`config.mk`:
```
export PLATFORM = sky130hd
export DESIGN_NAME = dmem_arbiter
export DESIGN_NICKNAME = d
export VERILOG_FILES = /design/src/rtl/dmem_arbiter.sv
export SDC_FILE = /design/constraint.sdc
export NUM_CORES = 1
export LEC_CHECK = 0
export CAP_MARGIN = 20
export CORE_UTILIZATION = 39
export CTS_CLUSTER_DIAMETER = 50
export CTS_CLUSTER_SIZE = 25
export DETAILED_ROUTE_END_ITERATION = 16
export PLACE_DENSITY = 0.82
export SLEW_MARGIN = 0
export SYNTH_ARGS = -nofsm -noshare
export SYNTH_HDL_FRONTEND = slang
export SYNTH_SLANG_ARGS = --single-unit
```
`constraint.sdc`:
```
create_clock -name clk -period 3.5 [get_ports clk]
set_clock_uncertainty 0.15 [all_clocks]
set_input_delay 0.525 -clock clk [delete_from_list [all_inputs] [get_ports clk]]
set_output_delay 0.525 -clock clk [all_outputs]
set_load 0.05 [all_outputs]
```
`src/rtl/dmem_arbiter.sv`:
```
// Two-port arbiter in front of a single-port data memory: core port 0 has priority,
// loader port 1 is forced through after MAX_WAIT lost arbitrations.
module dmem_arbiter #(
  parameter int ADDR_WIDTH  = 32,
  parameter int DATA_WIDTH  = 32,
  parameter int MEM_LATENCY = 1,
  parameter int MAX_WAIT    = 4
) (
  input  logic                    clk,
  input  logic                    reset,
  input  logic                    c0_req,
  input  logic                    c0_we,
  input  logic [ADDR_WIDTH-1:0]   c0_addr,
  input  logic [DATA_WIDTH-1:0]   c0_wdata,
  input  logic [DATA_WIDTH/8-1:0] c0_be,
  output logic                    c0_gnt,
  output logic                    c0_rvalid,
  output logic [DATA_WIDTH-1:0]   c0_rdata,
  input  logic                    c1_req,
  input  logic                    c1_we,
  input  logic [ADDR_WIDTH-1:0]   c1_addr,
  input  logic [DATA_WIDTH-1:0]   c1_wdata,
  input  logic [DATA_WIDTH/8-1:0] c1_be,
  output logic                    c1_gnt,
  output logic                    c1_rvalid,
  output logic [DATA_WIDTH-1:0]   c1_rdata,
  output logic                    mem_en,
  output logic                    mem_we,
  output logic [ADDR_WIDTH-1:0]   mem_addr,
  output logic [DATA_WIDTH-1:0]   mem_wdata,
  output logic [DATA_WIDTH/8-1:0] mem_be,
  input  logic [DATA_WIDTH-1:0]   mem_rdata
);

  localparam int BE_WIDTH = DATA_WIDTH / 8;
  localparam int WC_WIDTH = $clog2(MAX_WAIT + 1);
  localparam int LC_WIDTH = 3;

  localparam logic [1:0] IDLE  = 2'd0;
  localparam logic [1:0] ISSUE = 2'd1;
  localparam logic [1:0] WAIT  = 2'd2;

  logic [1:0]            state_q, state_d;
  logic [WC_WIDTH-1:0]   wait_cnt_q, wait_cnt_d;
  logic [LC_WIDTH-1:0]   lat_cnt_q, lat_cnt_d;
  logic                  owner_q, owner_d;
  logic                  we_q, we_d;
  logic [ADDR_WIDTH-1:0] addr_q, addr_d;
  logic [DATA_WIDTH-1:0] wdata_q, wdata_d;
  logic [BE_WIDTH-1:0]   be_q, be_d;

  logic force_c1;
  logic pick_c1;
  logic issuing;
  logic rd_done;

  // Port 1 wins when it is alone or has already lost MAX_WAIT times in a row.
  assign force_c1 = c1_req && (wait_cnt_q == WC_WIDTH'(MAX_WAIT));
  assign pick_c1  = c1_req && (force_c1 || !c0_req);
  assign issuing  = (state_q == ISSUE);
  assign rd_done  = (state_q == WAIT) && (lat_cnt_q == LC_WIDTH'(MEM_LATENCY));

  always_comb begin
    // NOTE: every _d takes its held value first, so no path through the case leaves one unassigned (no latches).
    state_d    = state_q;
    wait_cnt_d = wait_cnt_q;
    lat_cnt_d  = lat_cnt_q;
    owner_d    = owner_q;
    we_d       = we_q;
    addr_d     = addr_q;
    wdata_d    = wdata_q;
    be_d       = be_q;
    case (state_q)
      IDLE: begin
        if (c0_req || c1_req) begin
          owner_d = pick_c1;
          we_d    = pick_c1 ? c1_we    : c0_we;
          addr_d  = pick_c1 ? c1_addr  : c0_addr;
          wdata_d = pick_c1 ? c1_wdata : c0_wdata;
          be_d    = pick_c1 ? c1_be    : c0_be;
          state_d = ISSUE;
          if (pick_c1) begin
            wait_cnt_d = '0;
          end else if (c1_req && (wait_cnt_q != WC_WIDTH'(MAX_WAIT))) begin
            wait_cnt_d = wait_cnt_q + WC_WIDTH'(1);
          end
        end
      end
      ISSUE: begin
        state_d   = we_q ? IDLE : WAIT;
        lat_cnt_d = LC_WIDTH'(1);
      end
      WAIT: begin
        if (rd_done) begin
          state_d = IDLE;
        end else begin
          lat_cnt_d = lat_cnt_q + LC_WIDTH'(1);
        end
      end
      default: state_d = IDLE;
    endcase
  end

  // NOTE: state registers use non-blocking assignments so every flop samples pre-edge values.
  always_ff @(posedge clk or posedge reset) begin
    if (reset) begin
      state_q    <= IDLE;
      wait_cnt_q <= '0;
      lat_cnt_q  <= '0;
      owner_q    <= 1'b0;
      we_q       <= 1'b0;
      addr_q     <= '0;
      wdata_q    <= '0;
      be_q       <= '0;
    end else begin
      state_q    <= state_d;
      wait_cnt_q <= wait_cnt_d;
      lat_cnt_q  <= lat_cnt_d;
      owner_q    <= owner_d;
      we_q       <= we_d;
      addr_q     <= addr_d;
      wdata_q    <= wdata_d;
      be_q       <= be_d;
    end
  end

  // All outputs decode from registered state, so reset clears them immediately.
  assign mem_en    = issuing;
  assign mem_we    = issuing && we_q;
  assign mem_addr  = issuing ? addr_q  : '0;
  assign mem_wdata = issuing ? wdata_q : '0;
  assign mem_be    = issuing ? be_q    : '0;

  assign c0_gnt    = issuing && !owner_q;
  assign c1_gnt    = issuing &&  owner_q;
  assign c0_rvalid = rd_done && !owner_q;
  assign c1_rvalid = rd_done &&  owner_q;
  assign c0_rdata  = c0_rvalid ? mem_rdata : '0;
  assign c1_rdata  = c1_rvalid ? mem_rdata : '0;

endmodule

```
=== After elaboration in Yosys (flattened, before gate mapping) ===
Index checks and enable logic that the tools add are counted.

* Shift operators: 0
* Reductions and logical operators: 20
* Equal/unequal tests: 8
* Multipliers: 0
* Divide/modulo/power cells: 0
* Multiplexer cells: 17
* Bitwise operators: 0
* Magnitude comparators: 0
* $add $sub $neg: 2

{| class="wikitable"
|+ Operator list
! kind !! number
|-
| 2-to-1 mux 32 bit || 6
|-
| logical AND 1 bit || 9
|-
| 2-to-1 mux 3 bit || 3
|-
| 2-to-1 mux 4 bit || 2
|-
| adder 3 x 1 -> 3 bit (second input constant) || 2
|-
| 2-to-1 mux 2 bit || 3
|-
| != test 2 bit (second input constant) || 3
|-
| one-hot mux 2 bit (3 select lines) || 1
|-
| one-hot mux 3 bit (2 select lines) || 1
|-
| AND reduction 2 bit || 3
|-
| nonzero test 2 bit || 2
|-
| equality test 3 x 1 -> 1 bit (second input constant) || 1
|-
| equality test 3 bit (second input constant) || 1
|-
| != test 3 bit (second input constant) || 1
|-
| AND reduction 3 bit || 1
|-
| equality test 2 x 1 -> 1 bit (second input constant) || 1
|-
| equality test 2 bit (second input constant) || 1
|-
| zero test 1 bit || 2
|-
| zero test 2 bit || 1
|-
| logical OR 1 bit || 2
|-
| 2-to-1 mux 1 bit || 1
|}

* Register bits after elaboration: 78
* Output and inout port bits: 138
* Memories kept: 0
* ROM bits: 0
* Bits in writable memories: 0
* Latch bits: 0

=== Depth between registers and ports, before layout ===
* Word-level depth: 6
* Depth in mapped cells: 8

=== Worst setup path after synthesis ===
No wires, ideal clock.

* Kind: reg-to-output
* Start point: register lat_cnt_q[1]
* End point: output c0_rdata[22]
* Required time: 2.825 ns
* Arrival time: 2.001 ns
* Cell stages (with the launch flop): 6
* Buffers on the path: 1
* Path slack: 0.824 ns
* Cell sequence: dfrtp_1 inv_1 ha_1 and4b_1 clkbuf_1 and2_1

* Cells in the longest elaborated chain, start to end: 4

{| class="wikitable"
|+ RTL lines
! what !! RTL line !! text
|-
| start: declaration || 45 || <nowiki>logic [LC_WIDTH-1:0] lat_cnt_q, lat_cnt_d;</nowiki>
|-
| start signal: assignment || 118 || <nowiki>lat_cnt_q <= lat_cnt_d;</nowiki>
|-
| equality test 3 x 1 -> 1 bit || 61 || <nowiki>assign rd_done = (state_q == WAIT) && (lat_cnt_q == LC_WIDTH'(MEM_LATENCY));</nowiki>
|-
| logical AND 1 bit || 61 ||
|-
| logical AND 1 bit || 136 || <nowiki>assign c0_rvalid = rd_done && !owner_q;</nowiki>
|-
| via c0_rvalid || 17 || <nowiki>output logic c0_rvalid,</nowiki>
|-
| 2-to-1 mux 32 bit || 138 || <nowiki>assign c0_rdata = c0_rvalid ? mem_rdata : '0;</nowiki>
|-
| end: declaration || 18 || <nowiki>output logic [DATA_WIDTH-1:0] c0_rdata,</nowiki>
|}

The timed path passes the listed nets, and every way through them passes these cells.

=== Final worst setup path ===
* Start point: register state_q[0]
* End point: output c1_rdata[21]

* Cells in the longest elaborated chain, start to end: 4

{| class="wikitable"
|+ RTL lines
! what !! RTL line !! text
|-
| start: declaration || 43 || <nowiki>logic [1:0] state_q, state_d;</nowiki>
|-
| start signal: assignment || 116 || <nowiki>state_q <= state_d;</nowiki>
|-
| equality test 2 bit || 61 ||
|-
| logical AND 1 bit || 61 ||
|-
| logical AND 1 bit || 137 || <nowiki>assign c1_rvalid = rd_done && owner_q;</nowiki>
|-
| 2-to-1 mux 32 bit || 139 || <nowiki>assign c1_rdata = c1_rvalid ? mem_rdata : '0;</nowiki>
|-
| end: declaration || 26 || <nowiki>output logic [DATA_WIDTH-1:0] c1_rdata,</nowiki>
|}

Every way passes these cells.

==> impl_metrics.py <==
metrics = {
    "power_and_ir_drop": {
        "cellLeakagePower_nw": 3.44,
        "ir_worst_vdd_v": 0.000453,
        "power_density_nw_per_um2": 809,
        "p_total_mw": 7.08,
    },
    "placed_design": {
        "hpwlAfterDp_mm": 12.6,
        "io_buffers": 311,
        "dp_slack_ns": 0.641,
        "gp_congestion": 0.774,
        "place_inst": 1035,
        "place_area_sq_um": 8470,
    },
    "clocking": {
        "tritoncts": "built",
        "clk_latency_ns": 0.33,
        "cts_root_buf": "clkbuf_16",
        "clkSinkCount": 78,
        "ctsHoldBuffers": 0,
        "cts_resized": 0,
        "cts_buffers": 9,
        "cts.clk_slew.worst_paths_ns": 0.06,
        "cts_buffer_depth": 2,
        "cts_setup_buffers": 0,
        "cts_max_level": 3,
    },
    "worst_setup_path": {
        "end_kind": "primary output",
        "critical_path_class": "flop to primary output",
        "critPathArrivalTime_ns": 2.50,
        "cp.buffers_inverters": 2,
        "cp-start-kind": "flop",
        "cp.required_ns": 2.82,
        "cp_top_family": "buffers and inverters",
        "crit_fanout": 33,
        "max_stage_delay_ns": 0.80,
        "path_cells": "nor2_1 > and4_1 > buf_4 > and2_1 > clkdlybuf4s50_1",
        "critPathSlowestCell": "clkdlybuf4s50_1",
    },
    "sta": {
        "setup_ws_ns": 0.322,
        "min_period_over_period": 0.908,
        "fin_hold_ws_ns": 0.321,
        "slew_headroom": 0.378,
        "slew_violations": 0,
        "tightest_slew_ns": 0.933,
        "rsz0062_at_grt": "no",
        "setup_viol": 0,
        "fmax_mhz": 315,
        "period_needed_ns": 3.18,
        "tns_ns": 0,
        "hold_viol": 0,
    },
    "synthesis": {
        "synth_seq_cells": 78,
        "synth-seq-area-share": 0.358,
        "synthCells": 605,
        "syn_nets": 783,
        "netlist_area_sq_um": 5450,
        "yosys.area.top_type": "dfrtp_1",
        "synth_area_per_cell_sq_um": 9.01,
        "yosysTopAreaCellShare": 0.358,
        "yosysUniqueCellTypes": 36,
        "async_flop_share": 1.00,
        "synthFlopType": "dfrtp_1",
        "synth_edf_count": 0,
        "synth_area_leaders": "dfrtp_1 (36%), o221ai_2 (19%), nand4_1 (8.0%)",
        "yosysWarnings": 0,
    },
    "global_route": {
        "antenna_found_initial": 1,
        "grt_pass1_wl_mm": 28.7,
        "grt_pass1_vias": 5452,
        "overflow": 0,
        "grtUsageTotal": 0.253,
        "grt_max_degree": 88,
    },
    "run": {
        "cap_violations": 0,
    },
    "finish": {
        "drive_gt1_frac": 0.129,
        "fin_cells": 1052,
        "num-nets-final": 1048,
        "fin_util": 0.651,
        "areaGrowthSynthToFinish_pct": 60.5,
        "fin_area_sq_um": 8750,
        "mostFrequentLayoutCells": "clkdlybuf4s50_1 (307), dfrtp_1 (78), inv_1 (73)",
        "layout_commonest_cell": "clkdlybuf4s50_1",
    },
    "routing": {
        "wl_met3_mm": 1.65,
        "wire_per_inst_um": 17.5,
        "remaining_drc_errors": 0,
        "drt-met1-wl_mm": 6.72,
        "ant_nets": 0,
        "highest_layer": "met4",
        "vias_per_cell": 5.31,
        "firstDrtPassIters": 4,
        "wl_met2_mm": 9.75,
        "vias": 5585,
        "drt-initial-drc-count": 235,
        "routed_wl_mm": 18.4,
    },
    "floorplan": {
        "io_pins": 312,
        "fp.dieH_um": 120,
        "fp-row-count": 42,
        "core_area_sq_um": 13500,
        "die_x_um": 120,
        "initial_core_util": 0.405,
        "die_area_sq_um": 14500,
    },
    "run_status": {
        "outcome": "finished, final reports clean",
    },
    "min_path": {
        "hp-class": "flop to flop",
    },
}
==> worst reg2reg max path: stages (launching register included) <==
cell	delay, ns
dfrtp_1	0.53
nor2_4	0.18
buf_4	0.45
buf_4	0.78
nand3_1	0.26
o221ai_2	0.20
==> synth_stat cells, types with 2 or more instances <==
master	instances
a21oi_1	2
dfrtp_1	78
nand3_1	69
buf_6	4
o21ai_1	4
clkbuf_1	44
o221ai_2	69
nand2_1	4
buf_2	11
nor2_1	72
inv_2	2
nand2b_1	3
buf_12	8
buf_4	2
and2_1	65
ha_1	4
and2_4	2
nand4_1	70
a22o_1	2
inv_1	74
==> logic make-up after synthesis <==
kind of cell / Yosys count / synth area share
AND/OR/NAND/NOR: 294 / 0.290
buffers and inverters: 146 / 0.134
multiplexers: 2 / 0.00482
adder cells (fa/ha/maj): 4 / 0.00918
flip-flops: 78 / 0.358
AO/OA/AOI/OAI: 81 / 0.204
==> flip-flops by register name, indices dropped and copies added, names as in the netlist <==
signal and flops:
addr_q 32, we_q 1, wdata_q 32, lat_cnt_q 3, owner_q 1, state_q 2, be_q 4, wait_cnt_q 3
==> area by class of cell <==
type / instances / area, sq um
Fill cell: 1124 / 4700
Timing Repair Buffer: 324 / 3240
Multi-Input combinational cell: 381 / 2780
Sequential cell: 78 / 1950
Inverter: 76 / 287
Clock buffer: 10 / 239
Tap cell: 176 / 220
Clock inverter: 6 / 37.5
Antenna cell: 1 / 2.50
==> routing by layer <==
metal  vias to the layer above  GRT usage
li1                       2664          -
met1                      2649      0.283
met2                       257      0.470
met3                        15     0.0708
met4                         0     0.0648
met5                         -          0
==> worst paths after layout <==
| path | from | end | slack [ns] | cells past startpoint |
|---|---|---|---|---|
| min | we_q | state_q[1] | 0.32 | 1 |
| min in group asynchronous | reset | addr_q[15] | 0.51 | 2 |
| max reg2reg | state_q[0] | addr_q[4] | 0.87 | 5 |
| max | state_q[0] | c1_rdata[21] | 0.32 | 5 |
| min reg2reg | we_q | state_q[1] | 0.32 | 1 |
| max in group asynchronous | reset | addr_q[22] | 2.02 | 3 |
==> power by group <==
group          leakage, nW  internal [mW]  switching, mW
Clock                0.130          0.496          0.378
Combinational         2.35           1.67           3.04
Sequential           0.957           1.33          0.169
No activity file was read; power rests on OpenSTA's default activity.
